===== src/rtl/usb3_fifo_rd_ctrl_if.sv =====
// usb3_fifo_rd_ctrl_if: FX3 slave-FIFO read-side pins
interface usb3_fifo_rd_ctrl_if;
    logic       USB3_FLAGA;
    logic       USB3_SLCS_N;
    logic       USB3_SLOE_N;
    logic       USB3_SLRD_N;
    logic [1:0] USB3_A;

    modport master (
        input  USB3_FLAGA,
        output USB3_SLCS_N, USB3_SLOE_N, USB3_SLRD_N, USB3_A
    );

    modport slave (
        output USB3_FLAGA,
        input  USB3_SLCS_N, USB3_SLOE_N, USB3_SLRD_N, USB3_A
    );
endinterface


===== src/rtl/usb3_fifo_rd_ctrl.sv =====
// usb3_fifo_rd_ctrl: sequences FX3 slave-FIFO read bursts into one cache page
module usb3_fifo_rd_ctrl #(
    parameter int         BURST_LEN   = 256,
    parameter int         READ_LAT    = 2,
    parameter int         TAIL_CYC    = 2,
    parameter int         GAP_CYC     = 4,
    parameter logic [1:0] SOCKET_ADDR = 2'd0
) (
    input  logic                      usbclock,
    input  logic                      rst_n,
    input  logic                      enable,
    input  logic                      cache_ready,
    usb3_fifo_rd_ctrl_if.master       fx3,
    output logic [3:0]                usb_rd_state,
    output logic                      burst_done,
    output logic [15:0]               burst_count
);
    localparam int W  = $clog2(BURST_LEN) + 1;
    localparam int SW = $clog2(TAIL_CYC + READ_LAT) + 1;
    localparam int GW = $clog2(GAP_CYC + 1) + 1;

    typedef enum logic [3:0] {
        IDLE     = 4'd0,
        SELECT   = 4'd1,
        OE_ON    = 4'd2,
        RD_START = 4'd3,
        LATENCY  = 4'd4,
        DATA     = 4'd6,
        TAIL     = 4'd7
    } state_t;

    state_t         state, ns;
    logic [W-1:0]   issue_cnt, issue_nx, data_cnt, data_nx;
    logic [SW-1:0]  step_cnt, step_nx;
    logic [GW-1:0]  gap_cnt, gap_dec, gap_nx;
    logic           full, full_nx, rd_nx, done_nx, flaga;

    assign flaga        = fx3.USB3_FLAGA;
    assign usb_rd_state = state;

    // next state plus counter updates; outputs are registered from the next state
    always_comb begin
        ns      = TAIL;
        gap_dec = (gap_cnt != '0) ? gap_cnt - GW'(1) : gap_cnt;
        case (state)
            IDLE:     ns = (enable && cache_ready && flaga && gap_dec == '0) ? SELECT : IDLE;
            SELECT:   ns = flaga ? OE_ON : TAIL;
            OE_ON:    ns = flaga ? RD_START : TAIL;
            RD_START: ns = !flaga ? TAIL : (READ_LAT > 1 ? LATENCY : DATA);
            LATENCY:  ns = !flaga ? TAIL : (step_cnt == SW'(READ_LAT - 1) ? DATA : LATENCY);
            DATA:     ns = (data_cnt == W'(BURST_LEN - 1)) ? TAIL : DATA;
            TAIL:     ns = (step_cnt == SW'(TAIL_CYC)) ? IDLE : TAIL;
            default:  ns = TAIL;
        endcase
        gap_nx   = (ns == IDLE && state != IDLE) ? GW'(GAP_CYC) : gap_dec;
        step_nx  = (ns == LATENCY || ns == TAIL) ? ((ns != state) ? SW'(1) : step_cnt + SW'(1)) : '0;
        data_nx  = (ns == DATA && state == DATA) ? data_cnt + W'(1) : '0;
        rd_nx    = (ns == RD_START) || ((ns == LATENCY || ns == DATA) && issue_cnt < W'(BURST_LEN));
        issue_nx = (ns == IDLE) ? '0 : (ns == RD_START) ? W'(1) : issue_cnt + W'(rd_nx);
        full_nx  = (ns == IDLE) ? 1'b0 : (state == DATA && ns == TAIL) ? 1'b1 : full;
        done_nx  = (state == TAIL) && (ns == IDLE) && full;
    end

    // state, counters and every output pin, released together on reset
    always_ff @(posedge usbclock or negedge rst_n) begin
        if (!rst_n) begin
            state           <= IDLE;
            issue_cnt       <= '0;
            data_cnt        <= '0;
            step_cnt        <= '0;
            gap_cnt         <= '0;
            full            <= 1'b0;
            fx3.USB3_SLCS_N <= 1'b1;
            fx3.USB3_SLOE_N <= 1'b1;
            fx3.USB3_SLRD_N <= 1'b1;
            fx3.USB3_A      <= 2'd0;
            burst_done      <= 1'b0;
            burst_count     <= '0;
        end else begin
            state           <= ns;
            issue_cnt       <= issue_nx;
            data_cnt        <= data_nx;
            step_cnt        <= step_nx;
            gap_cnt         <= gap_nx;
            full            <= full_nx;
            fx3.USB3_SLCS_N <= (ns == IDLE);
            fx3.USB3_SLOE_N <= (ns == IDLE) || (ns == SELECT);
            fx3.USB3_SLRD_N <= !rd_nx;
            fx3.USB3_A      <= (ns == IDLE) ? 2'd0 : SOCKET_ADDR;
            burst_done      <= done_nx;
            burst_count     <= burst_count + 16'(done_nx);
        end
    end
endmodule


===== src/flat_wrapper.sv =====
// flat-port wrapper written by rule: the top's interface ports become plain ports
module usb3_fifo_rd_ctrl_flat 
#(
    parameter int         BURST_LEN   = 256,
    parameter int         READ_LAT    = 2,
    parameter int         TAIL_CYC    = 2,
    parameter int         GAP_CYC     = 4,
    parameter logic [1:0] SOCKET_ADDR = 2'd0
)
  (usbclock, rst_n, enable, cache_ready, usb_rd_state, burst_done, burst_count, fx3_USB3_FLAGA, fx3_USB3_SLCS_N, fx3_USB3_SLOE_N, fx3_USB3_SLRD_N, fx3_USB3_A);
  usb3_fifo_rd_ctrl_if fx3_i ();
  input  logic usbclock;
  input  logic rst_n;
  input  logic enable;
  input  logic cache_ready;
  output logic [3:0] usb_rd_state;
  output logic burst_done;
  output logic [15:0] burst_count;
  input wire logic [$bits(fx3_i.USB3_FLAGA)-1:0] fx3_USB3_FLAGA;
  output wire logic [$bits(fx3_i.USB3_SLCS_N)-1:0] fx3_USB3_SLCS_N;
  output wire logic [$bits(fx3_i.USB3_SLOE_N)-1:0] fx3_USB3_SLOE_N;
  output wire logic [$bits(fx3_i.USB3_SLRD_N)-1:0] fx3_USB3_SLRD_N;
  output wire logic [$bits(fx3_i.USB3_A)-1:0] fx3_USB3_A;
  assign fx3_i.USB3_FLAGA = fx3_USB3_FLAGA;
  assign fx3_USB3_SLCS_N = fx3_i.USB3_SLCS_N;
  assign fx3_USB3_SLOE_N = fx3_i.USB3_SLOE_N;
  assign fx3_USB3_SLRD_N = fx3_i.USB3_SLRD_N;
  assign fx3_USB3_A = fx3_i.USB3_A;
  usb3_fifo_rd_ctrl #(.BURST_LEN(BURST_LEN), .READ_LAT(READ_LAT), .TAIL_CYC(TAIL_CYC), .GAP_CYC(GAP_CYC), .SOCKET_ADDR(SOCKET_ADDR)) u_core (.usbclock(usbclock), .rst_n(rst_n), .enable(enable), .cache_ready(cache_ready), .fx3(fx3_i), .usb_rd_state(usb_rd_state), .burst_done(burst_done), .burst_count(burst_count));
endmodule

===== config.mk =====
export PLATFORM = sky130hd
export DESIGN_NAME = usb3_fifo_rd_ctrl_flat
export DESIGN_NICKNAME = d
export VERILOG_FILES = /design/src/rtl/usb3_fifo_rd_ctrl_if.sv /design/src/rtl/usb3_fifo_rd_ctrl.sv /design/src/flat_wrapper.sv
export SDC_FILE = /design/constraint.sdc
export NUM_CORES = 1
export LEC_CHECK = 0
export CAP_MARGIN = 20
export CORE_MARGIN = 5
export CORE_UTILIZATION = 40
export CTS_CLUSTER_SIZE = 14
export DETAILED_ROUTE_END_ITERATION = 12
export GPL_ROUTABILITY_DRIVEN = 0
export MAX_ROUTING_LAYER = met4
export SYNTH_ARGS = -nofsm -noshare
export SYNTH_HDL_FRONTEND = slang
export SYNTH_SLANG_ARGS = --single-unit
export TNS_END_PERCENT = 20

===== constraint.sdc =====
create_clock -name usbclock -period 4.7 [get_ports usbclock]
set_input_delay 0.94 -clock usbclock [delete_from_list [all_inputs] [get_ports usbclock]]
set_output_delay 0.94 -clock usbclock [all_outputs]
set_load 0.01 [all_outputs]

=== After elaboration in Yosys (flattened, before gate mapping) ===
Index checks and enable logic that the tools add are counted.

* Register bits after elaboration: 50
* Input port bits: 5

* Add/sub/neg operators: 5
* Order comparisons: 1
* Eq/ne operators: 15
* Multiplexer cells: 18
* Reductions and logical operators: 20

{| class="wikitable"
|+ Operators with widths
! kind !! number
|-
| 4-bit case mux with 7 select lines || 1
|-
| 9-bit two-way mux || 3
|-
| 4-bit by 3-bit equality test with 1-bit output (second input constant) || 6
|-
| 16-bit by 1-bit adder with 16-bit output || 1
|-
| 3-bit two-way mux || 5
|-
| 4-bit by 2-bit equality test with 1-bit output (second input constant) || 3
|-
| 4-bit logical NOT || 3
|-
| 4-bit two-way mux || 3
|-
| 9-bit by 1-bit adder with 9-bit output || 1
|-
| 9-bit by 1-bit adder with 9-bit output (second input constant) || 1
|-
| 9-bit by 8-bit equality test with 1-bit output (second input constant) || 1
|-
| 1-bit logical AND || 9
|-
| 9-bit < comparator (second input constant) || 1
|-
| 4-bit by 1-bit equality test with 1-bit output (second input constant) || 2
|-
| 4-bit nonzero test || 2
|-
| 1-bit logical OR || 4
|-
| 1-bit two-way mux || 4
|-
| 2-bit two-way mux || 2
|-
| 4-bit != test || 1
|-
| 4-bit by 1-bit subtractor with 4-bit output (second input constant) || 1
|-
| 3-bit by 1-bit adder with 3-bit output (second input constant) || 1
|-
| 3-bit by 1-bit equality test with 1-bit output (second input constant) || 1
|-
| 3-bit by 2-bit equality test with 1-bit output (second input constant) || 1
|-
| 2-bit nonzero test || 1
|-
| 1-bit logical NOT || 1
|}

=== Logic depth before layout (Yosys ltp) ===
* Depth after elaboration: 13
* Mapped depth: 14
* Mapped depth without buffers: 14

=== Worst setup path before layout ===
OpenSTA, ideal clock, no wires.

* Path kind: reg-to-reg
* Start point: register u_core.data_cnt[0]
* End point: register u_core.issue_cnt[8]
* Setup time: 78 ps
* Data arrival time: 3153 ps
* Data required time: 4622 ps
* Path slack: 1470 ps
* Cell stages (with the launch flop): 15
* Path buffers: 0
* Clock period less this slack: 3230 ps
* Path through: dfrtp_1 -> ha_1 -> nand3_1 -> nor2_1 -> and3_1 -> ha_1 -> nand2b_1 -> a2111oi_4 -> nand2_4 -> o31ai_1 -> ha_1 -> ha_1 -> nand3_1 -> or3_1 -> a21oi_1

* Cells in the longest elaborated chain, start to end: 10
* Elaborated cells between the ends (all ways): 13
* Classes of those cells: add/sub (1); eq/ne (4); mux (4); reduce/logical (4)

{| class="wikitable"
|+ Ends and longest elaborated chain
! element !! line !! RTL
|-
| from (decl) || usb3_fifo_rd_ctrl.sv:33 || <nowiki>logic [W-1:0] issue_cnt, issue_nx, data_cnt, data_nx;</nowiki>
|-
| from (signal assigned) || usb3_fifo_rd_ctrl.sv:82 || <nowiki>data_cnt <= data_nx;</nowiki>
|-
| 9-bit by 8-bit equality test with 1-bit output (*) || usb3_fifo_rd_ctrl.sv:51 || <nowiki>DATA: ns = (data_cnt == W'(BURST_LEN - 1)) ? TAIL : DATA;</nowiki>
|-
| 1-bit two-way mux (*) || usb3_fifo_rd_ctrl.sv:51 ||
|-
| 4-bit case mux with 7 select lines (*) || usb3_fifo_rd_ctrl.sv:45 || <nowiki>case (state)</nowiki>
|-
| via u_core.ns[0] || usb3_fifo_rd_ctrl.sv:32 || <nowiki>state_t state, ns;</nowiki>
|-
| 4-bit by 3-bit equality test with 1-bit output || usb3_fifo_rd_ctrl.sv:58 || <nowiki>rd_nx = (ns == RD_START) || ((ns == LATENCY || ns == DATA) && issue_cnt < W'(BURST_LEN));</nowiki>
|-
| 1-bit logical OR || usb3_fifo_rd_ctrl.sv:58 ||
|-
| 1-bit logical AND || usb3_fifo_rd_ctrl.sv:58 ||
|-
| 1-bit logical OR || usb3_fifo_rd_ctrl.sv:58 ||
|-
| 9-bit by 1-bit adder with 9-bit output || usb3_fifo_rd_ctrl.sv:59 || <nowiki>issue_nx = (ns == IDLE) ? '0 : (ns == RD_START) ? W'(1) : issue_cnt + W'(rd_nx);</nowiki>
|-
| 9-bit two-way mux || usb3_fifo_rd_ctrl.sv:59 ||
|-
| 9-bit two-way mux (*) || usb3_fifo_rd_ctrl.sv:59 ||
|-
| via u_core.issue_nx[8] || usb3_fifo_rd_ctrl.sv:33 ||
|-
| to (signal assigned) || usb3_fifo_rd_ctrl.sv:81 || <nowiki>issue_cnt <= issue_nx;</nowiki>
|-
| to (decl) || usb3_fifo_rd_ctrl.sv:33 ||
|}

The timed path passes the listed nets; every way through them passes the cells marked *.
A chain may end at the register's enable or synchronous reset.

=== Worst setup path after layout ===
Same ends and word-level chain as after synthesis.

==> results.yml <==
clock_network:
  insertion_delay_ns: 0.30
  cts-hold-fix-buffers: 0
  cts_root_buf: "clkbuf_8"
  cts_buffer_depth: 2
  cts_setup_buffers: 0
  htreeDepth: 2
  cts_buffers: 5
  cts_tree: "done"
  post_cts_resized: 0
  clkSinkCount: 49
  cts.clk_slew.worst_paths_ns: 0.09
worst_setup_path:
  cp_cell_sequence: "ha_1 -> nand3_1 -> nor2_1 -> and3_1 -> ha_1 -> nand2b_1 -> a2111oi_4 -> nand2_4 -> o31ai_1 -> ha_1 -> ha_1 -> nand3_1 -> or3_1 -> a21oi_1"
  reg2reg_slack_ns: 1.17
  crit_family: "simple AND/OR/NAND/NOR gates"
  cp-endpoint: "u_core.issue_cnt[8]"
  worstSetupStartpointType: "flop"
  rr_startpoint: "u_core.data_cnt[0]"
  worstReg2RegEnd: "u_core.issue_cnt[8]"
  critPathCaptureType: "flop"
  critPathMaxFanout: 4
  criticalPathCategory: "flop to flop"
  arrival_ns: 3.76
  critical-path-slowest-cell: "a2111oi_4"
  worst-path-stages: 14
  ff2ff_path_depth: 14
  max_stage_delay_ns: 0.56
  crit_top_cell: "ha_1"
  required_ns: 4.93
  cp-startpoint: "u_core.data_cnt[0]"
  crit_buf_inv: 0
synthesis:
  ys.flop_type: "dfrtp_1"
  avgSynthCellArea_um2: 11.0
  synth_cell_types: 46
  synth_top_area_share_pct: 48.2
  synth_cells: 217
  yosys.area.top_type: "dfrtp_1"
  synth.most_common_cell: "dfrtp_1"
  synthTopCellsByArea: "dfrtp_1 (48%), xnor2_1 (6.2%), ha_1 (5.2%)"
  synth.cells.most_frequent: "dfrtp_1 (46), nor2_1 (27), xnor2_1 (17), nand3_1 (14), inv_1 (12)"
  async_reset_ff_share_pct: 100
  synth_edf_count: 0
  ys_ff_latch: 49
  yosysSeqAreaShare_pct: 51.5
  netlist_area_um2: 2390
  yosysWarningCount: 0
sta:
  max_freq_ghz: 0.283
  skew_ns: 0.00320
  final.period_utilization_pct: 75.1
  max-slew-margin-rel_pct: 45.0
  setup_violations: 0
  period_needed_ns: 3.53
  worst_pin_slew_ns: 0.823
  finalHoldViolCount: 0
  rsz0062_at_grt: "no"
  whs_ns: 0.472
  finalSetupTns_ns: 0
  finalMaxSlewViolations: 0
drt:
  wl_per_cell_um: 12.8
  routed_via_density: 4.93
  drc_errors: 0
  drt_iter0_markers: 73
  vias: 1591
  antenna_left: 0
  drt_wl_total_um: 4150
  drtPass1Iterations: 4
global_routing:
  grt.met3_usage_pct: 2.84
  grt_use_met2_pct: 19.3
  grt_pass1_vias: 1594
  grt_overflow: 0
  track_usage_pct: 12.6
  grt_max_degree: 50
  grt_use_met1_pct: 16.7
  grt_pass1_wl_um: 7380
  antenna_found_initial: 0
  top_usage_layer: "met2"
power:
  vdd_drop_max_mv: 0.361
  powerDensity_nw_per_um2: 477
  p_leak_uw: 0.00132
status:
  status: "finished clean"
final_layout:
  drive_above_1_share_pct: 8.47
  area_growth_pct: 18.7
  diodes: 0
  nets: 262
floorplanning:
  die-area_um2: 7610
  core_um2: 5850
  die_w_um: 87.2
  boundaryPins: 31
  rows: 28
  die_h_um: 87.2
  start_util_pct: 40.8
min_path:
  hold_path_class: "flop to flop"
placed_design:
  hpwl_um: 3010
  port_buffers: 27
flow_run:
  maxCapViolCount: 0
## flip-flops by register name (all words and copies together) (netlist names)
| register | cells |
|---|---|
| u_core.burst_count | 16 |
| u_core.burst_done | 1 |
| u_core.data_cnt | 9 |
| u_core.full | 1 |
| u_core.fx3.USB3_SLCS_N | 1 |
| u_core.fx3.USB3_SLOE_N | 1 |
| u_core.fx3.USB3_SLRD_N | 1 |
| u_core.gap_cnt | 4 |
| u_core.issue_cnt | 9 |
| u_core.step_cnt | 3 |
| u_core.usb_rd_state | 3 |
## worst min-delay path by stage
stage                                      start  slack [ns]  depth (start not counted)                     end
final                     u_core.burst_count[15]        0.47                          1  u_core.burst_count[15]
after global routing      u_core.burst_count[15]        0.49                          1  u_core.burst_count[15]
after CTS                 u_core.burst_count[15]        0.48                          1  u_core.burst_count[15]
after detailed placement  u_core.burst_count[15]        0.47                          1  u_core.burst_count[15]
after global placement    u_core.burst_count[15]        0.46                          1  u_core.burst_count[15]
after floorplan               u_core.data_cnt[0]        0.45                          1      u_core.data_cnt[0]
## cell usage in the layout (no fill, tap or decap), drive strengths merged, types with 4 or more instances in the layout
master and count:
nand4 4, nor2b 5, nand2 10, and3 9, clkdlybuf4s50 26, nor3 4, nand3 14, ha 10
xor2 11, and4 4, nor2 27, clkbuf 5, dfrtp 46, inv 13, xnor2 17
## logic make-up (layout without fill, tap and decap cells)
family          after synthesis  count (layout)  synth area share (%)
xor+xnor                     28              28                  10.3
flops                        49              49                  51.5
other cells                   1               3                 0.157
fa+ha+maj                    11              11                  5.66
simple gates                 87              87                  20.3
compound gates               21              21                  8.02
mux                           1               1                 0.420
buf+inv                      19              48                  3.62
## metrics by stage
| step | power, uW | area, um2 | std cells | utilization [%] | setup slack [ns] |
|---|---|---|---|---|---|
| floorplan | 941 | 2390 | 219 | - | 1.47 |
| global placement | 1060 | 2720 | 315 | 46.5 | 0.995 |
| detailed placement | 1060 | 2720 | 315 | 46.5 | 0.874 |
| CTS | 1370 | 2830 | 323 | 48.4 | 1.13 |
| global route | 1460 | 2830 | 323 | 48.4 | 0.825 |
| finish | 1350 | 2830 | 323 | 48.4 | 1.17 |
## routing by layer
metal | wire [um] | vias to the layer above
met3 | 195 | 7
li1 | - | 794
met1 | 2010 | 760
met4 | 60 | 0
met2 | 1880 | 30
met5 | 0 | -
## power by group
group | switching (uW) | total (uW) | internal [uW]
Clock | 148 | 308 | 160
Combinational | 250 | 464 | 214
Sequential | 77.2 | 580 | 503
## cell type report
cell class | count | area, um2
clock inverters | 3 | 43.8
inverters | 12 | 45.0
fillers | 540 | 3020
clock buffers | 5 | 68.8
well taps | 75 | 93.8
flip-flops and latches | 49 | 1230
multi-input cells | 151 | 1080
repair buffers | 28 | 273
(Power assumes the default switching activity.)
